<file path="src/rtl/cache_main_ctrl_pkg.sv">
// Shared definitions for the cache main controller: geometry, FSM states,
// memory request type codes and the store-lane strobe helper.
package cache_main_ctrl_pkg;

    localparam int unsigned CM_INDEXLEN = 8;
    localparam int unsigned CM_TAGLEN   = 20;
    localparam int unsigned CM_BEATS    = 4;

    typedef enum logic [2:0] {
        S_IDLE,
        S_LOOKUP,
        S_MISS,
        S_REPLACE,
        S_REFILL,
        S_UCWR
    } state_t;

    localparam logic RD_WORD = 1'b0;
    localparam logic RD_LINE = 1'b1;
    localparam logic WR_WORD = 1'b0;
    localparam logic WR_LINE = 1'b1;

    // Places a 4-bit word strobe into its lane of the 16-byte line strobe.
    function automatic logic [15:0] lane_strb(input logic [1:0] lane, input logic [3:0] strb);
        return {12'b0, strb} << {lane, 2'b00};
    endfunction

endpackage

</file>
<file path="src/rtl/cache_refill_buf.sv">
// Refill assembly: beat counter, 128-bit line buffer, store merge into the
// refilled line, and detection of misplaced or stray ret_last.
module cache_refill_buf
    import cache_main_ctrl_pkg::*;
#(
    parameter int unsigned BEATS = CM_BEATS
)(
    input  logic         clk,
    input  logic         reset,
    input  logic         clear,
    input  logic         active,
    input  logic         ret_valid,
    input  logic         ret_last,
    input  logic [31:0]  ret_data,
    input  logic         uncache,
    input  logic         op,
    input  logic [1:0]   word_sel,
    input  logic [3:0]   wstrb,
    input  logic [31:0]  wdata,
    output logic [127:0] line,
    output logic [31:0]  word,
    output logic         err
);

    localparam int unsigned CW = (BEATS > 1) ? $clog2(BEATS) : 1;

    logic [CW-1:0] cnt_q, cnt_d;
    logic [127:0]  buf_q, buf_d;

    always_ff @(posedge clk) begin
        if (reset) begin
            cnt_q <= '0;
            buf_q <= '0;
        end else begin
            cnt_q <= cnt_d;
            buf_q <= buf_d;
        end
    end

    always_comb begin
        cnt_d = cnt_q;
        buf_d = buf_q;
        line  = buf_q;
        err   = 1'b0;
        if (clear) begin
            cnt_d = '0;
        end else if (active) begin
            if (ret_valid) begin
                line[32*int'(cnt_q) +: 32] = ret_data;
                buf_d = line;
                cnt_d = cnt_q + CW'(1);
                if (ret_last)
                    err = uncache ? (cnt_q != '0) : (cnt_q != CW'(BEATS - 1));
            end else if (ret_last) begin
                err = 1'b1;
            end
        end
        // Store data overlays the refilled line only on the write path, not in buf_q.
        for (int unsigned b = 0; b < 4; b++) begin
            if (op && wstrb[b])
                line[32*int'(word_sel) + 8*b +: 8] = wdata[8*b +: 8];
        end
        word = line[32*int'(word_sel) +: 32];
    end

endmodule

</file>
<file path="src/rtl/cache_main_ctrl.sv">
// Main sequencing FSM for a 2-way write-back, write-allocate cache:
// lookup, victim write-back, refill, and uncached load/store handshakes.
module cache_main_ctrl
    import cache_main_ctrl_pkg::*;
#(
    parameter int unsigned INDEXLEN = CM_INDEXLEN,
    parameter int unsigned TAGLEN   = CM_TAGLEN,
    parameter int unsigned BEATS    = CM_BEATS
)(
    input  logic                clk,
    input  logic                reset,
    input  logic                valid,
    input  logic                op,
    input  logic                uncache,
    input  logic [INDEXLEN-1:0] index,
    input  logic [TAGLEN-1:0]   tag,
    input  logic [3:0]          offset,
    input  logic [3:0]          wstrb,
    input  logic [31:0]         wdata,
    output logic                addr_ok,
    output logic                data_ok,
    output logic [31:0]         rdata,
    input  logic                hit,
    input  logic                hit_way,
    input  logic                victim_v,
    input  logic                victim_d,
    input  logic [TAGLEN-1:0]   victim_tag,
    input  logic [127:0]        victim_line,
    input  logic [31:0]         hit_word,
    output logic                bank_en,
    output logic [INDEXLEN-1:0] bank_idx,
    output logic                wr_way,
    output logic                tagv_wr,
    output logic                d_wr,
    output logic                d_set,
    output logic                data_wr,
    output logic [15:0]         data_wstrb,
    output logic [127:0]        data_wdata,
    output logic                en_for_miss,
    output logic                rd_req,
    output logic                rd_type,
    output logic [31:0]         rd_addr,
    input  logic                rd_rdy,
    input  logic                ret_valid,
    input  logic                ret_last,
    input  logic [31:0]         ret_data,
    output logic                wr_req,
    output logic                wr_type,
    output logic [31:0]         wr_addr,
    output logic [3:0]          wr_wstrb,
    output logic [127:0]        wr_data,
    input  logic                wr_rdy,
    output logic                err
);

    state_t              state_q, state_d;
    logic                op_q, op_d;
    logic                uncache_q, uncache_d;
    logic [INDEXLEN-1:0] index_q, index_d;
    logic [TAGLEN-1:0]   tag_q, tag_d;
    logic [3:0]          offset_q, offset_d;
    logic [3:0]          wstrb_q, wstrb_d;
    logic [31:0]         wdata_q, wdata_d;

    logic                rb_clear, rb_active, rb_err;
    logic [127:0]        rb_line;
    logic [31:0]         rb_word;

    cache_refill_buf #(.BEATS(BEATS)) u_refill_buf (
        .clk       (clk),
        .reset     (reset),
        .clear     (rb_clear),
        .active    (rb_active),
        .ret_valid (ret_valid),
        .ret_last  (ret_last),
        .ret_data  (ret_data),
        .uncache   (uncache_q),
        .op        (op_q),
        .word_sel  (offset_q[3:2]),
        .wstrb     (wstrb_q),
        .wdata     (wdata_q),
        .line      (rb_line),
        .word      (rb_word),
        .err       (rb_err)
    );

    always_ff @(posedge clk) begin
        if (reset) begin
            state_q   <= S_IDLE;
            op_q      <= 1'b0;
            uncache_q <= 1'b0;
            index_q   <= '0;
            tag_q     <= '0;
            offset_q  <= '0;
            wstrb_q   <= '0;
            wdata_q   <= '0;
        end else begin
            state_q   <= state_d;
            op_q      <= op_d;
            uncache_q <= uncache_d;
            index_q   <= index_d;
            tag_q     <= tag_d;
            offset_q  <= offset_d;
            wstrb_q   <= wstrb_d;
            wdata_q   <= wdata_d;
        end
    end

    always_comb begin
        state_d     = state_q;
        op_d        = op_q;
        uncache_d   = uncache_q;
        index_d     = index_q;
        tag_d       = tag_q;
        offset_d    = offset_q;
        wstrb_d     = wstrb_q;
        wdata_d     = wdata_q;
        addr_ok     = 1'b0;
        data_ok     = 1'b0;
        rdata       = '0;
        bank_en     = 1'b0;
        bank_idx    = '0;
        wr_way      = 1'b0;
        tagv_wr     = 1'b0;
        d_wr        = 1'b0;
        d_set       = 1'b0;
        data_wr     = 1'b0;
        data_wstrb  = '0;
        data_wdata  = '0;
        en_for_miss = 1'b0;
        rd_req      = 1'b0;
        rd_type     = RD_WORD;
        rd_addr     = '0;
        wr_req      = 1'b0;
        wr_type     = WR_WORD;
        wr_addr     = '0;
        wr_wstrb    = '0;
        wr_data     = '0;
        err         = 1'b0;
        rb_clear    = 1'b0;
        rb_active   = 1'b0;

        // Outputs are held at zero while reset is asserted, whatever the state.
        if (!reset) begin
            unique case (state_q)
                S_IDLE: begin
                    addr_ok = valid;
                    if (valid) begin
                        op_d      = op;
                        uncache_d = uncache;
                        index_d   = index;
                        tag_d     = tag;
                        offset_d  = offset;
                        wstrb_d   = wstrb;
                        wdata_d   = wdata;
                        bank_en   = 1'b1;
                        bank_idx  = index;
                        state_d   = (uncache && op) ? S_UCWR : S_LOOKUP;
                    end
                end
                S_LOOKUP: begin
                    if (hit && !uncache_q) begin
                        data_ok = 1'b1;
                        state_d = S_IDLE;
                        if (op_q) begin
                            bank_en    = 1'b1;
                            bank_idx   = index_q;
                            wr_way     = hit_way;
                            data_wr    = 1'b1;
                            d_wr       = 1'b1;
                            d_set      = 1'b1;
                            data_wstrb = lane_strb(offset_q[3:2], wstrb_q);
                            data_wdata = {4{wdata_q}};
                        end else begin
                            rdata = hit_word;
                        end
                    end else begin
                        state_d = S_MISS;
                    end
                end
                S_MISS: begin
                    if (!uncache_q && victim_v && victim_d) begin
                        wr_req  = 1'b1;
                        wr_type = WR_LINE;
                        wr_addr = {victim_tag, index_q, 4'b0000};
                        wr_data = victim_line;
                        if (wr_rdy)
                            state_d = S_REPLACE;
                    end else begin
                        state_d = S_REPLACE;
                    end
                end
                S_REPLACE: begin
                    rd_req  = 1'b1;
                    rd_type = uncache_q ? RD_WORD : RD_LINE;
                    rd_addr = uncache_q ? {tag_q, index_q, offset_q[3:2], 2'b00}
                                        : {tag_q, index_q, 4'b0000};
                    if (rd_rdy) begin
                        rb_clear = 1'b1;
                        state_d  = S_REFILL;
                    end
                end
                S_REFILL: begin
                    rb_active = 1'b1;
                    err       = rb_err;
                    if (ret_valid && ret_last) begin
                        data_ok = 1'b1;
                        state_d = S_IDLE;
                        if (uncache_q) begin
                            rdata = ret_data;
                        end else begin
                            bank_en     = 1'b1;
                            bank_idx    = index_q;
                            wr_way      = hit_way;
                            data_wr     = 1'b1;
                            data_wstrb  = '1;
                            data_wdata  = rb_line;
                            tagv_wr     = 1'b1;
                            d_wr        = 1'b1;
                            d_set       = op_q;
                            en_for_miss = 1'b1;
                            rdata       = rb_word;
                        end
                    end
                end
                S_UCWR: begin
                    wr_req   = 1'b1;
                    wr_type  = WR_WORD;
                    wr_addr  = {tag_q, index_q, offset_q[3:2], 2'b00};
                    wr_wstrb = wstrb_q;
                    wr_data  = {96'b0, wdata_q};
                    if (wr_rdy) begin
                        data_ok = 1'b1;
                        state_d = S_IDLE;
                    end
                end
                default: state_d = S_IDLE;
            endcase
        end
    end

endmodule

</file>
<file path="config.mk">
export PLATFORM = sky130hd
export DESIGN_NAME = cache_main_ctrl
export DESIGN_NICKNAME = d
export VERILOG_FILES = /design/src/rtl/cache_main_ctrl_pkg.sv /design/src/rtl/cache_refill_buf.sv /design/src/rtl/cache_main_ctrl.sv
export SDC_FILE = /design/constraint.sdc
export NUM_CORES = 1
export LEC_CHECK = 0
export ABC_AREA = 1
export CELL_PAD_IN_SITES_DETAIL_PLACEMENT = 2
export CELL_PAD_IN_SITES_GLOBAL_PLACEMENT = 2
export CORE_UTILIZATION = 22
export CTS_CLUSTER_SIZE = 28
export DETAILED_ROUTE_END_ITERATION = 10
export PLACE_DENSITY_LB_ADDON = 0.1
export SYNTH_ARGS = -nofsm -noshare
export SYNTH_HDL_FRONTEND = slang
export SYNTH_SLANG_ARGS = --single-unit
export TNS_END_PERCENT = 10
</file>
<file path="constraint.sdc">
create_clock -name clk -period 5.5 [get_ports clk]
set_input_delay 0.825 -clock clk [delete_from_list [all_inputs] [get_ports clk]]
set_output_delay 0.825 -clock clk [all_outputs]
set_load 0.005 [all_outputs]
</file>
**Word-level counts from Yosys, hierarchy flattened**

Cells that the tools add are included.

- Output and inout port bits: 394
- Bits in registers: 203
- Word-level logic and storage cells: 165
- Input port bits: 293

- Reduce and logical (&&, ||, !) cells: 16
- Shift-type cells: 12
- Eq/ne operators: 11
- Multiplexer cells: 107
- Add/subtract/negate cells: 9

Operator list:

| cell | count |
|---|---|
| $mux 128 | 14 |
| $bwmux 128 | 5 |
| $pmux 128 s2 | 2 |
| $shift 8x34->128 const A | 4 |
| $shiftx 8x34->128 | 4 |
| $mux 32 | 9 |
| $pmux 32 s2 | 2 |
| $shift 32x33->128 const A | 1 |
| $shiftx 128x8->32 | 1 |
| $shiftx 32x33->128 | 1 |
| $neg 32->34 | 3 |
| $mux 16 | 5 |
| $mux 8 | 6 |
| $mux 1 | 44 |
| $neg 7->34 | 1 |
| $neg 7->33 | 1 |
| $pmux 16 s2 | 1 |
| $pmux 8 s3 | 1 |
| $mux 3 | 7 |
| $pmux 3 s6 | 1 |
| $add 7x5->8 const B | 2 |
| $shl 4x4->16 | 1 |
| $mux 4 | 3 |
| $ne 2x2->1 const B | 5 |
| other kinds (16) | 31 |

**Longest topological paths before layout**

Gate-level depths: netlist of the first run.

- Word-level depth: 19
- Mapped depth: 15
- Depth with buffers taken out: 13

**Hierarchy**

Synthesis of the first run repeated with hierarchy kept, for this count alone.

- Cell total of the unflattened synthesis: 3,064
- Area, all modules: 16,841.2 um^2

Modules (own cells, without submodules):

| module | sequential area each (um^2) | instances | cells each | area each (um^2) |
|---|---|---|---|---|
| cache_refill_buf | 2,602.5 | 1 | 1,708 | 9,676.8 |
| cache_main_ctrl | 1,421.4 | 1 | 1,356 | 7,164.4 |

**Worst setup path after synthesis of the first run**

OpenSTA, ideal clock, no wires.

- Path kind: flip-flop to output port
- Start point: reg offset_q[3]
- End point: out rdata[4]
- Cell stages (with the launch flop): 14
- Slack: 2,167 ps
- Buffers on the path: 3
- Required time: 4,675 ps
- Data arrival time: 2,508 ps
- Path through: dfxtp_1 inv_2 clkbuf_1 clkbuf_1 ha_1 buf_2 inv_1 nor3_1 nand3_1 nand3_1 nand3_1 nand3_1 nand2_1 a21oi_1

- Word-level cells in the longest chain between the ends: 15
- Elaborated cells on any way between the ends: 28
- Those cells by class: add/sub (7); shift (9); mux (12)

RTL lines:

| what | line | source |
|---|---|---|
| start, declared | cache_main_ctrl.sv:61 | `logic [3:0] offset_q, offset_d;` |
| start signal, assigned | cache_main_ctrl.sv:103 | `offset_q <= offset_d;` |
| branches (longest 10 deep; another with $neg 32->34) | n/a |  |
| $shiftx 128x8->32 * | cache_refill_buf.sv:63 | `word = line[32*int'(word_sel) +: 32];` |
| $mux 32 * | cache_main_ctrl.sv:209 | `if (uncache_q) begin` |
| $mux 32 * | cache_main_ctrl.sv:206 | `if (ret_valid && ret_last) begin` |
| $pmux 32 s2 * | cache_main_ctrl.sv:145 | `unique case (state_q)` |
| $mux 32 * | cache_main_ctrl.sv:144 | `if (!reset) begin` |
| end, declared | cache_main_ctrl.sv:22 | `output logic [31:0] rdata,` |

Every way passes the cells marked *.

**Final worst setup path of the first run**

- Start point: reg offset_q[3]
- End point: out rdata[30]

The elaborated chain is that of the path after synthesis.

==> metrics.md, run 1 <==
| Metric | Value |
|---|---|
| Pins Over Slew Limit | 0 |
| Power Dens Cells | between 200 and 300 mW/mm^2 |
| Worst min-delay path class | flop to flop |
| Highest metal used | met4 |
| FF+latch count, synth | between 200 and 250 |
| Clk buf depth | 3 |
| CTS tree | done |
| Via count | 23100 |
| CTS clock-pin slew for the worst setup and hold paths | ~0.060 ns |
| Startpoint types | flop |
| Die area | between 0.07 and 0.08 sq mm |
| Postcts setup bufs | 0 |
| Yosys warnings | 0 |
| Worst Skew | approximately 0.015 ns |
| Total negative slack | 0 ns |
| Leakage | 10.6 nW |
| CP max-delay cell | ha_1 |
| Initial DRT Pass Iterations | 5 |
| Syn avg cell area | 5.43 sq um |
| GP Congestion | between 0.9 and 1 |
| Met1 WL | around 56 mm |
| Sequential share of the synthesized area | 0.249 |
| CP required | 4.68 ns |
| Row cnt | 99 |
| DRC | 0 |
| CTS buffer count | 29 |
| Die width | 273 um |
| CP Cell Sequence | inv_2 -> ha_1 -> inv_1 -> nor2_1 -> inv_1 -> nand3_1 -> nand3_1 -> nand3_1 -> nand3_1 -> nand2_1 -> a21oi_1 -> clkdlybuf4s50_1 |
| Worst-Skew Late Latency | between 0.6 and 0.7 ns |
| Cell count after synthesis | around 3000 |
| DR WL met3 | slightly below 7 mm |
| Top cell type by total area after synthesis | dfxtp_1 |
| Number of DRC markers in iteration 0 | approximately 1400 |
| Status | complete, no violations |
| Final period util | 0.989 |
| Gr ovfl total | 0 |
| MaxCap Viol Count | 0 |
| Root Driver | clkbuf_16 |
| Post-synth top area share | 0.249 |
| CTS sink count | roughly 200 |
| Die Ht | approximately 270 um |
| Largest net degree at the start of global routing | around 140 |
| Met2 routed WL | roughly 55 mm |
| Antenna violations before repair | 5 |
| Post-Route WL | about 120 mm |
| Final HPWL DP | about 95 mm |
| IO buf count | slightly below 700 |
| CP endpoint kind | primary output |
| Final Critical Period | ~5.4 ns |
| RSZ-0062 raised after global routing | false |
| Slew HR | 0.344 |
| Ports | between 600 and 700 |
| Area grow syn2layout | 53.5% |
| Avg WL per Cell | 26.5 um |
| Starting Density | 0.222 |
| Post-route antenna net violation count | 0 |
| Netlist Area Pre-Place | between 0.015 and 0.02 sq mm |
| First-pass GRT wire length | ~170 mm |
| Top post-synthesis cells by area | dfxtp_1, nand2_1, a21oi_1 |
| Arrival @ worst endpoint | about 4.6 ns |
| Via density | 5.11 |
| Highest clock rate | around 180 MHz |
| Share of cells above drive strength 1 | 0.0446 |
| Hold Vio Cnt, Final | 0 |
| Crit-path max FO | 20 |
| Nets | roughly 3800 |
| Total power | approximately 0.0070 W |
| H-tree lvl count | 1 |
| Final setup viols | 0 |
| Most frequent CP cell | nand3_1 |
| Vias in the first global route | about 24000 |
| Worst Tran Pin Value | about 0.98 ns |
| GRT Overall Usage | 0.309 |
| CP peak stage delay | 0.55 ns |
| Placeable core area | around 0.073 sq mm |
| Yosys cell types | 29 |
| VDD IR max | approximately 0.00030 V |
| Worst Setup Path Type | flop to primary output |
[metrics by stage]
stage	area (sq um)	worst slack [ns]	hold WS, ns	instances	util
global placement	23800	0.666	0.458	4468	0.327
floorplan	16200	2.17	0.445	2984	-
detailed placement	23800	0.594	0.469	4468	0.327
global route	24800	0.0301	0.491	4523	0.341
CTS	24800	0.00985	0.479	4521	0.341
finish	24800	0.0587	0.476	4524	0.341
[worst max-delay path, delay by kind of cell, from the launching register on]
| family | cells | cell delay (ns) |
|---|---|---|
| simple gates | 6 | 1.58 |
| buf+inv | 4 | 1.42 |
| compound gates | 1 | 0.11 |
| fa+ha+maj | 1 | 0.55 |
| flops | 1 | 0.34 |
[synthesized netlist by cell type (all sizes together)]
library cell,instances
nand2,848
nor2,485
a21oi,354
nand3,337
inv,303
dfxtp,201
clkbuf,134
nand4,90
buf,75
o21ai,66
a22oi,52
ha,11
nor3,8
o22ai,8
nand3b,3
a31oi,2
clkinv,2
a211oi,1
conb,1
[cells by family after synthesis]
family,share of synthesized area
AOI/OAI and AO/OA,0.158
buffers and inverters,0.125
DFF,0.249
and+or+nand+nor,0.460
other,0.000232
adders and majority gates,0.00850
[cells in the final DEF, fill, tap and decap left out, types with 6 or more instances in the layout]
cell type	n
inv_1	284
o22ai_1	8
clkbuf_1	6
clkdlybuf4s50_1	679
clkbuf_8	8
nand4_1	90
nor2_4	8
nor2_2	21
clkbuf_16	30
dfxtp_1	198
inv_2	18
nand2_1	846
nor3_1	6
a21oi_1	354
nand3_1	337
o21ai_0	65
a22oi_1	52
ha_1	11
nor2_1	455
buf_4	50
[report_power, final]
part	total, W	switching, W	internal [W]
Combinational	0.00303	0.00212	0.000908
Sequential	0.00195	0.000302	0.00165
Clock	0.00203	0.000830	0.00120
[area by class of cell]
type,count,area [sq um]
antenna,3,7.51
clock buffer,44,883
clock inverter,9,119
fill,8928,48000
inverter,305,1150
multi-input combinational,2269,10200
sequential,201,4030
tap,959,1200
timing repair buffer,734,7270
[flip-flops by register name (all words and copies together), names as in the netlist]
register	cells
u_refill_buf.buf_q	128
wdata_q	32
tag_q	20
index_q	8
wstrb_q	4
state_q	3
offset_q	2
u_refill_buf.cnt_q	2
op_q	1
uncache_q	1
[timing repair]
item | in CTS | in global routing
endpoints found under the setup margin | 0 | 13
hold buffers | 0 | 0
resized for setup | 0 | 2
[worst paths after layout]
kind	slack (ns)	depth (start not counted)	startpoint	to
worst min register to register	0.48	2	u_refill_buf.buf_q[64]$_SDFF_PP0_	u_refill_buf.buf_q[64]$_SDFF_PP0_
worst min-delay path	0.48	2	u_refill_buf.buf_q[64]$_SDFF_PP0_	u_refill_buf.buf_q[64]$_SDFF_PP0_
worst max-delay path	0.06	12	offset_q[3]$_SDFFE_PP0P_	rdata[30]
worst max register to register	2.28	13	uncache_q$_SDFFE_PP0P_	state_q[2]$_SDFFE_PP0P_
[layer usage]
| layer | GRT usage | vias to the layer above |
|---|---|---|
| li1 | - | 10700 |
| met1 | 0.426 | 11600 |
| met2 | 0.500 | 683 |
| met3 | 0.0534 | 99 |
| met4 | 0.0667 | 0 |
| met5 | 0 | - |
Note: power is estimated with default switching activity, not from simulation.
==> run 2: changes to the inputs <==
--- a/config.mk
+++ b/config.mk
@@ -8,6 +8,7 @@
 export ABC_AREA = 1
 export CELL_PAD_IN_SITES_DETAIL_PLACEMENT = 2
 export CELL_PAD_IN_SITES_GLOBAL_PLACEMENT = 2
+export CORE_MARGIN = 2
 export CORE_UTILIZATION = 22
 export CTS_CLUSTER_SIZE = 28
 export DETAILED_ROUTE_END_ITERATION = 10
==> run 2 against run 1 <==
  * Setup slack gained 0.18 ns
  * Die area grew 1.5%
  * Worst hold slack is essentially flat
  * Sequential cell count is the same
  * Clock skew grew 0.018 ns
  * Count of clock-buffer cells in the layout grew 4
  * Critical path type unchanged
==> metrics.md, run 2 (synthesis results as in run 1) <==
| Metric | Value |
|---|---|
| Status | complete, no violations |
| Final Critical Period | about 5.3 ns |
| Worst Path Buf+Inv | 3 |
| CP peak stage delay | 0.62 ns |
| Hold Startpoint | u_refill_buf.buf_q[99]$_SDFF_PP0_ |
| Placeable core area | approximately 0.073 sq mm |
| GR Util met2 | 0.486 |
| Die width | approximately 280 um |
| Antenna violations before repair | 5 |
| MaxCap Viol Count | 0 |
| Worst Skew | 0.0327 ns |
| Met1 GRT Util | 0.398 |
| Biggest register | u_refill_buf.buf_q |
| Register Area | a little over 0.004 sq mm |
| Root Driver | clkbuf_16 |
| GP Congestion | ~0.91 |
| Placed insts | about 4500 |
| Leakage | 10.6 nW |
| CTS sink count | 201 |
| Starting Density | 0.222 |
| Via density | 5.07 |
| Crit-path max FO | 24 |
| Hold WS | approximately 0.48 ns |
| Setup ws final | ~0.23 ns |
| Area grow syn2layout | 53.3% |
| CTS clock-pin slew for the worst setup and hold paths | roughly 0.06 ns |
| Multi-input logic area | 0.0102 sq mm |
| Max reg flops | between 100 and 150 |
| Final HPWL DP | 91.6 mm |
| Number of DRC markers in iteration 0 | approximately 1300 |
| Reg2Reg Depth | 12 |
| Gr ovfl total | 0 |
| Worst Tran Pin Value | 1.13 ns |
| Row cnt | just under 100 |
| R2R Path Start | uncache_q$_SDFFE_PP0P_ |
| Arrival @ worst endpoint | between 4 and 5 ns |
| CTS buffer count | 29 |
| CP endpoint kind | primary output |
| Power Dens Cells | between 200 and 300 mW/mm^2 |
| Startpoint types | flop |
| Share of cells above drive strength 1 | 0.0448 |
| CP max-delay cell | nor2_2 |
| Commonest non-fill, non-tap cells in the layout | nand2_1, clkdlybuf4s50_1, nor2_1 |
| Die Ht | ~280 um |
| Post-route antenna net violation count | 0 |
| IO buf count | 680 |
| Slew HR | 0.248 |
| Final setup viols | 0 |
| Pins Over Slew Limit | 0 |
| Non-Filler Instances | 4530 |
| Final period util | 0.957 |
| Post-Route WL | between 100 and 150 mm |
| Hold Vio Cnt, Final | 0 |
| Vias in the first global route | 24300 |
| Hold Path Depth | 2 |
| Worst-Skew Late Latency | 0.59 ns |
| Pre-CTS setup slack | approximately 0.56 ns |
| Commonest non-fill, non-tap cell in the layout | nand2_1 |
| Via count | ~23000 |
| CTS hold repair buffers | 0 |
| Die area | 0.0758 sq mm |
| Top Registers | u_refill_buf.buf_q: 128 flops, wdata_q: 32 flops, tag_q: 20 flops |
| Initial DRT Pass Iterations | 5 |
| H-tree lvl count | 1 |
| Ports | 687 |
| R2r setup slk | 2.43 ns |
| CTS tree | done |
| Most used routing layer in global routing | met2 |
| Delay-heaviest family, CP | simple AND/OR/NAND/NOR gates |
| R2R Path End | state_q[2]$_SDFFE_PP0P_ |
| First-pass GRT wire length | about 170 mm |
| Avg WL per Cell | between 20 and 30 um |
| Hold worst-path end | u_refill_buf.buf_q[99]$_SDFF_PP0_ |
| M3 GR Usage | 0.0618 |
| DRC | 0 |
| WP depth | 10 |
| RSZ-0062 raised after global routing | false |
| Clk buf depth | 3 |
| GRT Overall Usage | 0.294 |
| Worst Setup Path Type | flop to primary output |
| CP Cell Sequence | clkinv_2 -> buf_4 -> ha_1 -> nand2_1 -> nor2_2 -> nand3_1 -> nand2_1 -> a21oi_1 -> nor2_1 -> clkdlybuf4s50_1 |
| Largest net degree at the start of global routing | roughly 170 |
| Most frequent CP cell | nand2_1 |
| Total negative slack | 0 ns |
| Worst min-delay path class | flop to flop |
| Nets | roughly 3900 |
| Fill cell count | just under 9000 |
| CP required | between 4 and 5 ns |
| VDD IR max | between 0.0003 and 0.0004 V |
| Highest clock rate | ~190 MHz |
-- run 2: changes by cell type in the layout (fill, tap and decap cells not counted), sizes merged --
cell    previous run  this run
inv              303       304
clkinv             7         4
buf               55        61
bufinv             2         0
clkbuf            44        48
-- run 2: final cells by class --
type | count | share of cell area
Multi-Input combinational cell | 2269 | 0.410
Timing Repair Buffer | 740 | 0.295
Sequential cell | 201 | 0.162
Tap cell | 959 | 0.0484
Inverter | 305 | 0.0462
Clock buffer | 48 | 0.0357
Clock inverter | 5 | 0.00151
Antenna cell | 3 | 0.000303
-- run 2: power breakdown --
group          total (W)  internal, W  switching [W]
Combinational    0.00293     0.000922        0.00201
Clock            0.00190      0.00109       0.000807
Sequential       0.00203      0.00165       0.000375
Total            0.00686      0.00366        0.00319
-- run 2: metrics by stage --
| step | instance area, sq um | utilization | total power, W |
|---|---|---|---|
| 6_report | 24800 | 0.340 | 0.00686 |
| 5_1_grt | 24800 | 0.340 | 0.00723 |
| 4_1_cts | 24800 | 0.340 | 0.00685 |
| 3_5_place_dp | 23900 | 0.327 | 0.00493 |
| 3_3_place_gp | 23900 | 0.327 | 0.00482 |
| 2_1_floorplan | 16200 | - | 0.00349 |
-- run 2: worst reg2reg max path, cell delays in order (launching register included) --
cell	delay (ns)
dfxtp_2	0.32
inv_2	0.05
buf_4	0.54
nand3_1	0.28
nor2_4	0.20
buf_4	0.56
nor2_2	0.26
nor2_1	0.18
nor2_1	0.07
o21ai_1	0.15
inv_1	0.13
o21ai_0	0.16
a31oi_1	0.05
-- run 2: how the worst max path moves through the flow --
stage / to / startpoint
2_1_floorplan: rdata[4] / offset_q[3]$_SDFFE_PP0P_
3_3_place_gp: rdata[1] / ret_valid
3_5_place_dp: data_wdata[11] / offset_q[2]$_SDFFE_PP0P_
4_1_cts: data_wdata[11] / offset_q[2]$_SDFFE_PP0P_
5_1_grt: rdata[12] / offset_q[2]$_SDFFE_PP0P_
6_report: data_wdata[11] / offset_q[2]$_SDFFE_PP0P_
-- run 2: what timing repair did --
item	in CTS	in global routing
buffers inserted	0	1
setup endpoints to repair	3	2
gates resized for setup	1	0
-- run 2: metal layers --
layer  wire length (um)  up-vias
met3               7570       82
met4               1610        6
met2              54500      651
met5                 41        -
li1                   -    10700
met1              52500    11500
